$ cat config.mk
export PLATFORM = sky130hd
export DESIGN_NAME = polar_encoder_seq
export DESIGN_NICKNAME = d
export VERILOG_FILES = /design/src/rtl/polar_pkg.sv /design/src/rtl/polar_butterfly_stage.sv /design/src/rtl/polar_encoder_seq.sv
export SDC_FILE = /design/constraint.sdc
export NUM_CORES = 1
export LEC_CHECK = 0
export CORE_UTILIZATION = 35
export DETAILED_ROUTE_END_ITERATION = 8
export PLACE_DENSITY = 0.58
export REMOVE_ABC_BUFFERS = 1
export SYNTH_ARGS = -nofsm -noshare
export SYNTH_HDL_FRONTEND = slang
export SYNTH_SLANG_ARGS = --single-unit
$ cat constraint.sdc
create_clock -name clk -period 1.6 [get_ports clk]
set_input_delay 0.32 -clock clk [delete_from_list [all_inputs] [get_ports clk]]
set_output_delay 0.32 -clock clk [all_outputs]
set_load 0.005 [all_outputs]
$ cat src/rtl/polar_pkg.sv
// polar_pkg -- shared definitions for the sequential polar encoder.
//   polar_state_e : encoder FSM states (IDLE / ENC / DONE)
//   log2n()       : exact log2 of a power-of-two code length
//   is_pow2()     : true when n is a power of two and at least 2
//   num_info()    : number of non-frozen positions in a frozen mask
//   info_rank()   : info-position map; for codeword position pos, the
//                   index into info_bits that lands there, or -1 if the
//                   position is frozen
// Frozen masks are passed zero-extended to MAX_N bits so the helpers work
// for any code length the encoder is built with.
package polar_pkg;

  localparam int MAX_N = 1024;

  typedef enum logic [1:0] {
    ST_IDLE = 2'd0,
    ST_ENC  = 2'd1,
    ST_DONE = 2'd2
  } polar_state_e;

  function automatic int log2n(input int n);
    int r;
    r = 0;
    for (int b = 0; b < 31; b++) begin
      if ((1 << b) < n) r = b + 1;
    end
    return r;
  endfunction

  function automatic bit is_pow2(input int n);
    return (n >= 2) && ((n & (n - 1)) == 0);
  endfunction

  function automatic int num_info(input logic [MAX_N-1:0] frozen, input int n);
    int cnt;
    cnt = 0;
    for (int i = 0; i < MAX_N; i++) begin
      if (i < n && !frozen[i]) cnt++;
    end
    return cnt;
  endfunction

  // Non-frozen positions are filled in ascending index order, so the rank
  // of a position is the number of non-frozen positions below it.
  function automatic int info_rank(input logic [MAX_N-1:0] frozen, input int n,
                                   input int pos);
    int rank;
    rank = 0;
    if (pos < 0 || pos >= n || frozen[pos]) return -1;
    for (int i = 0; i < MAX_N; i++) begin
      if (i < pos && !frozen[i]) rank++;
    end
    return rank;
  endfunction

endpackage

$ cat src/rtl/polar_butterfly_stage.sv
// polar_butterfly_stage -- one butterfly layer of the polar transform.
//   u_i   [N]     current working vector
//   stage [SW]    butterfly stage index s (0 .. log2(N)-1)
//   u_o   [N]     u_i with u[i] ^= u[i + 2^s] for every i whose bit s is 0
// Purely combinational; the encoder registers the result.
module polar_butterfly_stage
  import polar_pkg::*;
#(
  parameter int N  = 8,
  parameter int SW = 2
) (
  input  logic          u_i [N],
  input  logic [SW-1:0] stage,
  output logic          u_o [N]
);

  localparam int LOG2N = log2n(N);

  // Loop over every legal stage with constant strides so each XOR pair is
  // a fixed wire pair; the runtime stage index only selects among them.
  always_comb begin
    u_o = u_i;
    for (int s = 0; s < LOG2N; s++) begin
      if (int'(stage) == s) begin
        for (int i = 0; i < N; i++) begin
          if (((i >> s) & 1) == 0) u_o[i] = u_i[i] ^ u_i[i + (1 << s)];
        end
      end
    end
  end

endmodule

$ cat src/rtl/polar_encoder_seq.sv
// polar_encoder_seq -- sequential polar encoder, one butterfly stage per cycle.
//   clk, rst            clock; synchronous active-high reset
//   in_valid / in_ready frame handshake; info_bits[K] carries the frame
//   out_valid/out_ready codeword handshake; data[N] is x in natural order
// A frame is scattered into the non-frozen positions of u, transformed in
// place over log2(N) cycles, then held until the downstream stage takes it.
module polar_encoder_seq
  import polar_pkg::*;
#(
  parameter int           N      = 8,
  parameter int           K      = 4,
  parameter logic [N-1:0] FROZEN = 8'h17
) (
  input  logic clk,
  input  logic rst,
  input  logic in_valid,
  output logic in_ready,
  input  logic info_bits [K],
  output logic out_valid,
  input  logic out_ready,
  output logic data [N]
);

  localparam int                 LOG2N      = log2n(N);
  localparam int                 SW         = (LOG2N > 1) ? $clog2(LOG2N) : 1;
  localparam logic [MAX_N-1:0]   FROZEN_EXT = MAX_N'(FROZEN);
  localparam logic [SW-1:0]      S_LAST     = SW'(LOG2N - 1);

  if (!is_pow2(N) || N > MAX_N) begin : g_bad_n
    $fatal(1, "polar_encoder_seq: N must be a power of two, 2..MAX_N");
  end
  if (num_info(FROZEN_EXT, N) != K) begin : g_bad_k
    $fatal(1, "polar_encoder_seq: popcount(~FROZEN) must equal K");
  end

  polar_state_e  state_q, state_d;
  logic [SW-1:0] s_q, s_d;
  logic          u_q   [N];
  logic          u_d   [N];
  logic          u_nxt [N];
  logic          load_u [N];

  // Frozen positions are tied low; info positions pick their bit by rank.
  for (genvar i = 0; i < N; i++) begin : g_load
    localparam int RANK = info_rank(FROZEN_EXT, N, i);
    if (RANK < 0 || RANK >= K) begin : g_frozen
      assign load_u[i] = 1'b0;
    end else begin : g_info
      assign load_u[i] = info_bits[RANK];
    end
  end

  polar_butterfly_stage #(
    .N  (N),
    .SW (SW)
  ) u_stage (
    .u_i   (u_q),
    .stage (s_q),
    .u_o   (u_nxt)
  );

  always_comb begin
    state_d   = state_q;
    s_d       = s_q;
    u_d       = u_q;
    in_ready  = 1'b0;
    out_valid = 1'b0;
    case (state_q)
      ST_IDLE: begin
        in_ready = 1'b1;
        if (in_valid) begin
          u_d     = load_u;
          s_d     = '0;
          state_d = ST_ENC;
        end
      end
      ST_ENC: begin
        u_d = u_nxt;
        if (s_q == S_LAST) begin
          s_d     = '0;
          state_d = ST_DONE;
        end else begin
          s_d = s_q + 1'b1;
        end
      end
      ST_DONE: begin
        out_valid = 1'b1;
        if (out_ready) state_d = ST_IDLE;
      end
      default: begin
        state_d = ST_IDLE;
        s_d     = '0;
      end
    endcase
  end

  always_ff @(posedge clk) begin
    if (rst) begin
      state_q <= ST_IDLE;
      s_q     <= '0;
      u_q     <= '{default: 1'b0};
    end else begin
      state_q <= state_d;
      s_q     <= s_d;
      u_q     <= u_d;
    end
  end

  assign data = u_q;

endmodule

# Yosys cells after proc, flatten, opt, wreduce, memory -nomap -nowiden
# Cells that the tools add are included.
[word_totals] register_bits=12 latchBits=0 ramBits=0 romBits=0 input_bits=8 output_inout_bits=10 mem_count=0
[classes] add_sub_neg=1 n_mul=0 div=0 order_cmp=0 eq_ne=15 shifts=0 mux=18 bitwise=14 n_reduce_logical=13
[op_table] cell="$reduce_and 3->1" n=9
[op_table] cell="$pmux 8 s2" n=1
[op_table] cell="$mux 2" n=7
[op_table] cell="$pmux 2 s3" n=2
[op_table] cell="$xor 1x1->1" n=12
[op_table] cell="$ne 3x1->1 const B" n=3
[op_table] cell="$eq 2x2->1 const B" n=4
[op_table] cell="$mux 8" n=1
[op_table] cell="$mux 1" n=6
[op_table] cell="$ne 2x1->1 const B" n=3
[op_table] cell="$ne 2x2->1 const B" n=3
[op_table] cell="$logic_not 2->1" n=2
[op_table] cell="$mux 4" n=1
[op_table] cell="$ne 4x1->1 const B" n=1
[op_table] cell="$add 2x1->2 const B" n=1
[op_table] cell="$eq 2x1->1 const B" n=1
[op_table] cell="$not 1->1" n=2
[op_table] cell="$reduce_and 2->1" n=1
[op_table] cell="$reduce_bool 2->1" n=1

# Longest topological paths before layout
# Gate-level depths: netlist of run 1.
[logic_depth] ltp_word=5 mapped_depth=5 mapped_depth_nobuf=4

# By module
# A second synthesis of run 1 with hierarchy kept.
[hier_totals] hier_cells=79 hier_area_um2=709.4
[modules_own_cells] mod="polar_encoder_seq" n_inst=1 cells_per_inst=56 area_per_inst_um2=518.0 seq_area_each_um2=240.2
[modules_own_cells] mod="polar_butterfly_stage" n_inst=1 cells_per_inst=23 area_per_inst_um2=191.4 seq_area_each_um2=0.0

# Worst setup path before layout of run 1
# No wires, ideal clock.
[synth_timing] path_type="register to register" start="register s_q[1]" end="register u_q (netlist bit data[3])" setup_time_ns=0.070 arrival_time_ns=1.210 path_slack_ns=0.320 path_stages_with_launch=6 path_buffers=1 path_cell_list="dfxtp_1 -> buf_6 -> nand2b_1 -> a21o_1 -> or3_1 -> a21oi_1"
[synth_between] elab_chain_len=3 word_cells_on_any_way=6 classes_between="2 x eq/ne; 2 x mux; 2 x reduce/logical"
[synth_rtl] item="from (decl)" line="polar_encoder_seq.sv:37" text="logic [SW-1:0] s_q, s_d;"
[synth_rtl] item="from (signal assigned)" line="polar_encoder_seq.sv:100" text="s_q <= '0;"
[synth_rtl] item="from (signal assigned)" line="polar_encoder_seq.sv:104" text="s_q <= s_d;"
[synth_rtl] item="$eq 2x2->1 or $logic_not 2->1 (tied branches)" line="polar_butterfly_stage.sv:24" text="if (int'(stage) == s) begin"
[synth_rtl] item="$ne 3x1->1 (no source line) or $mux 2 (tied branches)"
[synth_rtl] item="$reduce_and 3->1 (no source line) or $pmux 8 s2 (tied branches)"
[synth_rtl] item="to (signal assigned)" line="polar_encoder_seq.sv:105" text="u_q <= u_d;"
[synth_rtl] item="to (decl)" line="polar_encoder_seq.sv:38" text="logic u_q [N];"
# Parallel ways exist; a longest one is shown, timed or not. The select of a mux whose other input is x is not followed.
# A chain may end at the register's enable or synchronous reset.

# Worst setup path after layout of run 1
[layout_timing] start="register u_q (netlist bit data[2])" end="output data[2] in the netlist's numbering"
[layout_lines] item="to (decl)" line="polar_encoder_seq.sv:21" text="output logic data [N]"
# No word-level cell between the ends.

==> results of run 1 <==
==> worst reg2reg max path, delay by kind of cell (launching register included) <==
family,cells,cell delay [ns]
compound gates,2,0.61
mux,1,0.15
simple gates,1,0.04
flops,1,0.56
==> cells in the mapped netlist, types with 2 or more instances <==
| library cell | number |
|---|---|
| nor3_1 | 3 |
| o21ai_0 | 4 |
| nand2b_1 | 5 |
| o31ai_1 | 2 |
| buf_2 | 3 |
| mux2i_1 | 4 |
| nand3_1 | 4 |
| nand2_1 | 6 |
| a22oi_1 | 2 |
| or3_1 | 2 |
| nor3b_1 | 2 |
| inv_1 | 6 |
| dfxtp_1 | 12 |
| nor2b_1 | 2 |
| nand3b_1 | 2 |
| a21oi_1 | 10 |
| nor2_1 | 6 |
==> flip-flops by register name, indices dropped and copies added (netlist names) <==
name	count
s_q	2
state_q	2
data	8
==> metal layers <==
layer / up-vias / GRT usage (%) / part of all wire [%]
li1: 384 / - / -
met1: 359 / 27.9 / 49
met2: 18 / 26.6 / 47
met3: 2 / 3.77 / 3.1
met4: 0 / 8.89 / 1.0
met5: - / 0 / 0
==> what timing repair did <==
| action | CTS | global route |
|---|---|---|
| gates cloned | 0 | 0 |
| endpoints found under the setup margin | 2 | 2 |
| buffers inserted | 0 | 0 |
| resized for setup | 5 | 2 |
| pin swaps | 0 | 0 |
==> power by group through the flow <==
stage          Sequential [mW]  Combinational [mW]  Clock [mW]
3_5_place_dp             0.344               0.150           0
2_1_floorplan            0.341              0.0725           0
6_report                 0.339               0.150       0.193
3_3_place_gp             0.345               0.150           0
5_1_grt                  0.343               0.168       0.211
4_1_cts                  0.338               0.150       0.200
==> per-stage QoR <==
stage	utilization (%)	hold slack (ns)	total power, mW	cells	setup WS (ns)
global placement	48.9	0.487	0.494	139	-0.103
detailed placement	48.9	0.493	0.495	139	-0.154
finish	50.3	0.501	0.681	142	0.0623
CTS	50.2	0.508	0.689	142	0.0158
floorplan	-	0.389	0.413	87	0.262
global route	50.3	0.533	0.722	142	-0.000737
==> cells in the final DEF, fill, tap and decap left out, drive strengths merged <==
cell type      instances
a31oi                  1
nand3                  4
o221ai                 1
clkdlybuf4s50         15
a22oi                  2
nand2                  6
o311ai                 1
a21oi                 10
nand3b                 2
o21a                   1
nor3                   3
a32oi                  1
o31ai                  2
or4                    1
inv                    7
a21o                   1
nor2b                  2
clkbuf                 3
o211ai                 1
o21ai                  4
nor2                   6
a311o                  1
buf                    8
o21bai                 1
a2111oi                1
dfxtp                 12
o2bb2ai                1
or3                    2
nand2b                 5
mux2i                  4
nor3b                  3
dlygate4sd2            2
or2                    1
==> cells by family (layout without fill, tap and decap cells) <==
group | Yosys count | count (layout) | share of synthesized area [%]
AOI/OAI and AO/OA | 29 | 29 | 27.1
muxes | 4 | 4 | 5.52
DFF | 12 | 12 | 33.1
buffers and inverters | 12 | 35 | 7.76
and+or+nand+nor | 35 | 35 | 26.5
==> how the worst min path moves through the flow <==
stage,start,to,slack (ns),cells past startpoint
floorplan,rst,data[0],0.39,1
global placement,data[5],data[5],0.49,2
detailed placement,data[5],data[5],0.49,2
CTS,data[5],data[5],0.51,2
global route,data[0],data[0],0.53,2
finish,data[5],data[5],0.50,2
==> area by class of cell <==
| cell class | count | share of cell area [%] |
|---|---|---|
| sequential | 12 | 24.8 |
| timing repair buffer | 25 | 23.1 |
| clock buffer | 3 | 2.28 |
| inverter | 7 | 2.66 |
| tap | 27 | 3.42 |
| multi-input combinational | 68 | 43.7 |
==> run metrics, run 1 <==
EDFF count, synth 0; Top Ports 18; worst-path cell chain clkdlybuf4s50_1; critical path class flip-flop to output port; TNS Setup 0 ns; hold buffer count at cts 0; Worst Path Max Fanout 5; Power per Cell Area 690 nW/um2; Nets 125; vias per inst 5.37; Pre-Repair DR Iteration Count 4; global-route usage over all layers 19.1%; Area Overhead vs Synth 36.0%; status finished, final reports clean; Mapped Area 726 um2; Critical path origin data[2]; RR Startpoint s_q[1]; Reg area 245 um2; CP arrival 1.22 ns; ANT nets after route 0; CTS H-tree depth 1; Pleak 0.354 nW; global-route wire length before repair 3.02 mm; Synth area leader dfxtp_1; Comb pwr share 22.0%; Seq/Total Area, Yosys 33.1%; Initial Utilization 37.0%; Mean Syn Cell Area 7.89 um2; Slew HR 74.6%; Final Hold Fails 0; Antenna Cells 0; worst r2r path cells 4; final instance area 987 um2; Data required, critical path 1.28 ns; share of cells above drive strength 1 17.4%; clk_skew 0.00102 ns; Routed WL 1.83 mm; vias in the first global route 678; port buffer count 17; Switching Fraction 28.9%; Via Count 763; row count 16; CP endpoint kind output port; hold crit path type flip-flop to flip-flop; Multi-input gate area 432 um2; Main synth FF type dfxtp_1; async set-or-reset flop fraction in the synthesized netlist 0%; Peak VDD IR 0.426 mV; cell types occupying the most area after synthesis dfxtp_1, a21oi_1, mux2i_1; NetSw 197 uW; Bufs and invs on worst path 1; core area 1960 um2; Fill cells 221; top-area cell type share of the netlist area 33.1%; largest net degree at the start of global routing 15; Worst Setup EP data[2]; gpl congestion 0.790; Slew @ Worst Pin 0.381 ns; reg2reg end data[7]; final setup vio count 0; Root Driver clkbuf_4; Gate Count Post-Synth 92; Post-Place Cell Area 960 um2; Ys Warns 0; dpl hpwl 1.44 mm; CP peak stage delay 0.53 ns; CTS tree done; later-pin clock latency in the skew report 0.27 ns; Seq pwr share 49.7%; CP max-delay cell clkdlybuf4s50_1; Die X-Extent 47.5 um; Clock Path Buffers 2; flop2flop setup slack 0.14 ns; max-cap violations 0; FMAX 0.650 GHz; period utilisation layout 96.1%; CP Depth 1; CP Launch Type flip-flop; Worst-path clk slew 0.08 ns; First DRT Iteration DRCs 8; initial antenna violation count 0; Yosys reg bits 12; clock share of power 28.3%; P_int 484 uW; drt wl/cell 12.9 um; clock tree sinks 12; Die Area 2260 um2; Tmin final 1.54 ns; Num CTS Buffers 3; height of the die 47.5 um; grt total ovfl 0; count of different cell masters after synthesis 34; residual DRC count 0; Final Max Tran Viols 0; delay-heaviest family, CP buffers and inverters
Note: power is estimated with default switching activity, not from simulation.
==> run 2, diff against run 1 <==
--- a/config.mk
+++ b/config.mk
@@ -7,6 +7,7 @@
 export LEC_CHECK = 0
 export CORE_UTILIZATION = 35
 export DETAILED_ROUTE_END_ITERATION = 8
+export GPL_ROUTABILITY_DRIVEN = 0
 export PLACE_DENSITY = 0.58
 export REMOVE_ABC_BUFFERS = 1
 export SYNTH_ARGS = -nofsm -noshare
==> results of run 2 <==
No change in the layout: final DEF, timing and power equal those of run 1.
==> variant 1, RTL diff (flow settings as in run 2) <==
`s_q` no longer has a reset.
--- a/src/rtl/polar_encoder_seq.sv
+++ b/src/rtl/polar_encoder_seq.sv
@@ -98,11 +98,13 @@
     if (rst) begin
       state_q <= ST_IDLE;
-      s_q     <= '0;
       u_q     <= '{default: 1'b0};
     end else begin
       state_q <= state_d;
-      s_q     <= s_d;
       u_q     <= u_d;
     end
+  end
+
+  always_ff @(posedge clk) begin
+    s_q <= s_d;
   end
 
Check against the original RTL: no difference found for any inputs over 10 cycles, from zero or initial values and one cycle with rst high; that may be too few to reach the edited logic, so the function may still have changed.
==> variant 1 against run 2 <==
The flow now finishes with violations (setup timing); via count is 2.0% higher; highest routed layer unchanged; critical endpoint is now data[7]$_SDFFE_PP0P_; critical path depth is 5 higher; setup slack worse by 68 ps; synthesized area is 11% higher; cell area is 23% higher; routed wire length is 3.5% higher; sequential cell count stayed put.
Power is not compared: it rests on default switching activity, and its combinational part moved more than twofold at a synthesized area within 25%.
==> variant 1: results (changes against run 2) <==
### Final layout
* **number of multi-input logic gates** 75, was 68
* **Multi-input gate area** 558 µm², was 432 µm²
* **proportion of layout cells with a drive suffix above 1** 30.0%, was 17.4%
* **Clock Network Area Fraction** 2.16%, was 2.28%
* **number of fill cells** 209, was 221
* **Non-CTS inverters** 5, was 7
* **net count of the finished layout** 144, was 125
* **Synth-to-Final Area Change** 50.2%, was 36.0%
* **count of plain and timing-repair buffers in the layout** 34, was 25

### Timing
* **total setup violations reported at the end of the flow** 1, was 0
* **worst slew margin relative to its limit** 72.5%, was 74.6%
* **Setup Total Neg Slack** -6.22 ps, was 0 ps
* **Worst Clk Skew** 7.03 ps, was 1.02 ps
* **Setup WS post-layout** -6.22 ps, was 62.3 ps

### Synthesis
* **cell types with the largest area share after synthesis** sky130_fd_sc_hd__dfxtp_1 25%, sky130_fd_sc_hd__ha_1 7.7%, sky130_fd_sc_hd__edfxtp_1 7.4%, was sky130_fd_sc_hd__dfxtp_1 33%, sky130_fd_sc_hd__a21oi_1 6.9%, sky130_fd_sc_hd__mux2i_1 5.5%
* **top cell types by occurrence after synthesis** 11 x sky130_fd_sc_hd__nand2_1, 10 x sky130_fd_sc_hd__dfxtp_1, 7 x sky130_fd_sc_hd__a21oi_1, 7 x sky130_fd_sc_hd__nor2_1, was 12 x sky130_fd_sc_hd__dfxtp_1, 10 x sky130_fd_sc_hd__a21oi_1, 6 x sky130_fd_sc_hd__inv_1, 6 x sky130_fd_sc_hd__nand2_1, 6 x sky130_fd_sc_hd__nor2_1

### GRT
* **all-layer global routing usage** 16.9%, was 19.1%
* **met2 routing resource usage after global routing** 24.9%, was 26.6%
* **met3 capacity usage during global routing** 3.70%, was 3.77%
* **Global Route met1 Usage** 22.6%, was 27.9%
* **global-route wire length before repair** 3100 µm, was 3020 µm
* **vias in the first global route** 691, was 678
* **maximum number of pins on one net before global-route repair** 11, was 15

### Route
* **routed len/inst** 12.0 µm, was 12.9 µm
* **total wirelength of the detailed-routed design** 1890 µm, was 1830 µm
* **number of optimization iterations in the first detailed-route pass** 2, was 4

### Setup path
* **Arr. time, crit path** 1810 ps, was 1220 ps
* **Worst path slowest cell** sky130_fd_sc_hd__or4_1, was sky130_fd_sc_hd__clkdlybuf4s50_1
* **cell family contributing the most delay on the critical path** simple AND/OR/NAND/NOR gates, was buffers and inverters

### Clock network
* **Gates resized, CTS repair** 9, was 5

### Placed design
* **Placement Cell Area** 1080 µm², was 960 µm²
* **DP Wirelength** 1410 µm, was 1440 µm
* **cell count after placement** 150, was 139
* **Setup Slack @ Placement** -194 ps, was -154 ps

### Outcome
* **result of the run** finished, violations left, was finished, final reports clean
* **failing checks** setup timing

==> variant 1: logic make-up after synthesis <==
group                    synth area share [%]
buffers and inverters                    6.50
AO/OA/AOI/OAI                            21.5
AND/OR/NAND/NOR                          25.7
multiplexers                             6.35
adder cells (fa/ha/maj)                  7.74
flip-flops                               32.2
==> variant 1: path summary, 6_finish.rpt <==
check	startpoint	endpoint	slack (ps)	cells after the start
worst max-delay path	s_q[0]$_SDFFCE_PP0P_	data[7]$_SDFFE_PP0P_	-6	6
worst min-delay path	data[6]$_SDFFE_PP0P_	data[6]$_SDFFE_PP0P_	500	2
worst max register to register	s_q[0]$_SDFFCE_PP0P_	data[7]$_SDFFE_PP0P_	-6	6
worst min register to register	data[6]$_SDFFE_PP0P_	data[6]$_SDFFE_PP0P_	500	2
==> variant 1: metal layers <==
layer / vias to the layer above / share of wire [%]
met1: 362 / 50
met2: 9 / 46
li1: 403 / -
met5: - / 0
met4: 0 / 1.6
met3: 4 / 2.2
==> variant 2, RTL diff (config.mk and constraints of run 2) <==
Made on the original files. Reset style: asynchronous (`rst`), changed in one clocked block. Comments in the files are not updated.
--- a/src/rtl/polar_encoder_seq.sv
+++ b/src/rtl/polar_encoder_seq.sv
@@ -95,5 +95,5 @@
   end
 
-  always_ff @(posedge clk) begin
+  always_ff @(posedge clk or posedge rst) begin
     if (rst) begin
       state_q <= ST_IDLE;
Formal check against the unedited RTL: differs if rst is asserted again (counterexample within 4 cycles, from zero or initial values and one cycle with rst high); with rst held inactive, the same outputs for 10 cycles.
==> variant 2 against run 2 <==
Sequential cell count stayed put; highest routed layer unchanged; cell area shrank 0.13%; utilization grew 3.8 points; global-route usage fell by 2.2 points; routed wire length decreased by 13%; critical endpoint is now data[5]; worst hold slack got worse by 140 ps; cell count is 11% lower; setup slack is essentially flat; synthesized area fell by 1.6%; non-clock buffer count grew 1.
Power is not compared: it rests on default switching activity, and its combinational part moved more than twofold at a synthesized area within 25%.
==> variant 2: results (changes against run 2) <==
### GRT
* **maximum number of pins on one net before global-route repair** 13, was 15
* **all-layer global routing usage** 16.9%, was 19.1%
* **Global Route met1 Usage** 22.1%, was 27.9%
* **met2 routing resource usage after global routing** 26.9%, was 26.6%
* **global-route wire length before repair** 2620 µm, was 3020 µm

### Setup path
* **maximum net fanout on the critical path** 5, unchanged
* **Arr. time, crit path** 1220 ps, about the same
* **Worst path slowest cell** sky130_fd_sc_hd__clkdlybuf4s50_1, unchanged

### Worst hold path
* **Hold Crit Class** in2async, was reg2reg

### Route
* **vias per inst** 5.17, was 5.37
* **wire length on met2** 741 µm, was 861 µm
* **top metal layer carrying routed signals** met4, unchanged
* **violation count after the first detailed-routing iteration** 5, was 8
* **met3 routed wirelength** 44 µm, was 57 µm
* **total wirelength of the detailed-routed design** 1590 µm, was 1830 µm
* **routed metal-1 wire length** 791 µm, was 888 µm

### Timing
* **Worst Clk Skew** 2.06 ps, was 1.02 ps
* **worst slew margin relative to its limit** 65.4%, was 74.6%

### Synthesis
* **Cell variety after synth** 26, was 34
* **proportion of synthesized flip-flops having asynchronous set or reset** 100%, was 0%
* **sequential share of the synthesized area** 42.0%, was 33.1%
* **top_reg_cell synth** sky130_fd_sc_hd__dfrtp_1, was sky130_fd_sc_hd__dfxtp_1
* **cell types with the largest area share after synthesis** sky130_fd_sc_hd__dfrtp_1 42%, sky130_fd_sc_hd__mux2i_1 8.4%, sky130_fd_sc_hd__nor2_1 5.3%, was sky130_fd_sc_hd__dfxtp_1 33%, sky130_fd_sc_hd__a21oi_1 6.9%, sky130_fd_sc_hd__mux2i_1 5.5%
* **top cell types by occurrence after synthesis** 12 x sky130_fd_sc_hd__dfrtp_1, 10 x sky130_fd_sc_hd__nor2_1, 7 x sky130_fd_sc_hd__nand2_1, was 12 x sky130_fd_sc_hd__dfxtp_1, 10 x sky130_fd_sc_hd__a21oi_1, 6 x sky130_fd_sc_hd__inv_1, 6 x sky130_fd_sc_hd__nand2_1, 6 x sky130_fd_sc_hd__nor2_1

### Outcome
* **result of the run** finished, final reports clean, unchanged

### Placed design
* **DP Wirelength** 1190 µm, was 1440 µm
* **Setup Slack @ Placement** 18.5 ps, was -154 ps

### Final layout
* **proportion of layout cells with a drive suffix above 1** 21.6%, was 17.4%

[variant 2: changes by cell type in the layout (fill, tap and decap cells not counted), moves of 3 or more]
| cell | delta |
|---|---|
| sky130_fd_sc_hd__dfrtp_1 | +8 |
| sky130_fd_sc_hd__dfxtp_1 | -8 |
| sky130_fd_sc_hd__a21oi_1 | -6 |
| sky130_fd_sc_hd__dfrtp_2 | +4 |
| sky130_fd_sc_hd__dfxtp_2 | -4 |
| sky130_fd_sc_hd__nand2b_1 | -4 |
| sky130_fd_sc_hd__nor2_1 | +4 |
| sky130_fd_sc_hd__inv_1 | -3 |
| sky130_fd_sc_hd__nand3_1 | -3 |
[variant 2: worst register-to-register path, stage by stage, from the launching register on]
cell and delay [ps]:
sky130_fd_sc_hd__dfrtp_2 410, sky130_fd_sc_hd__buf_4 160, sky130_fd_sc_hd__buf_4 150, sky130_fd_sc_hd__inv_1 130
sky130_fd_sc_hd__and3_1 180, sky130_fd_sc_hd__mux2_2 320
[variant 2: final timing paths]
kind | from | to | slack [ps] | depth (start not counted)
min reg2reg | data[6]$_DFFE_PP0P_ | data[6]$_DFFE_PP0P_ | 570 | 2
max | data[5]$_DFFE_PP0P_ | data[5] | 60 | 1
min in group clk | data[6]$_DFFE_PP0P_ | data[6]$_DFFE_PP0P_ | 570 | 2
min | rst | s_q[0]$_DFFE_PP0P_ | 360 | 2
max reg2reg | state_q[0]$_DFFE_PP0P_ | data[0]$_DFFE_PP0P_ | 140 | 5
max in group asynchronous | rst | data[6]$_DFFE_PP0P_ | 900 | 2
[variant 2: through the flow]
step | util [%] | cells | power (mW) | instance area [µm²] | hold WS [ps]
2_1_floorplan | - | 73 | 1.27 | 689 | 185
5_1_grt | 54.2 | 127 | 2.16 | 986 | 410
3_5_place_dp | 51.4 | 121 | 1.75 | 936 | 571
6_report | 54.2 | 127 | 1.98 | 986 | 358
3_3_place_gp | 51.4 | 121 | 1.74 | 936 | 552
4_1_cts | 54.0 | 127 | 2.00 | 982 | 367
[variant 2: area by class of cell]
class	instances	area, µm²
fill	181	835
inverter	4	15.0
clock buffer	3	22.5
multi-input combinational	57	377
sequential	12	305
tap	25	31.3
timing repair buffer	26	235
[variant 2: cells by family after synthesis]
kind of cell / count (synthesis) / share of synthesized area [%]
DFF: 12 / 42.0
muxes: 9 / 14.7
and+or+nand+nor: 30 / 20.8
AOI/OAI and AO/OA: 18 / 16.8
buffers and inverters: 8 / 5.60
[variant 2: where the power goes]
group	switching [mW]	leakage [nW]	internal [mW]
registers	0.171	0.140	0.460
logic	0.501	0.270	0.667
clock network	0.0979	0.0138	0.0869
[variant 2: repair_timing]
action                     in CTS  in global routing
setup buffers                   3                  0
setup endpoints to repair       2                  3
hold endpoints to repair        0                  0
hold buffers                    0                  0
resized for setup               5                  3
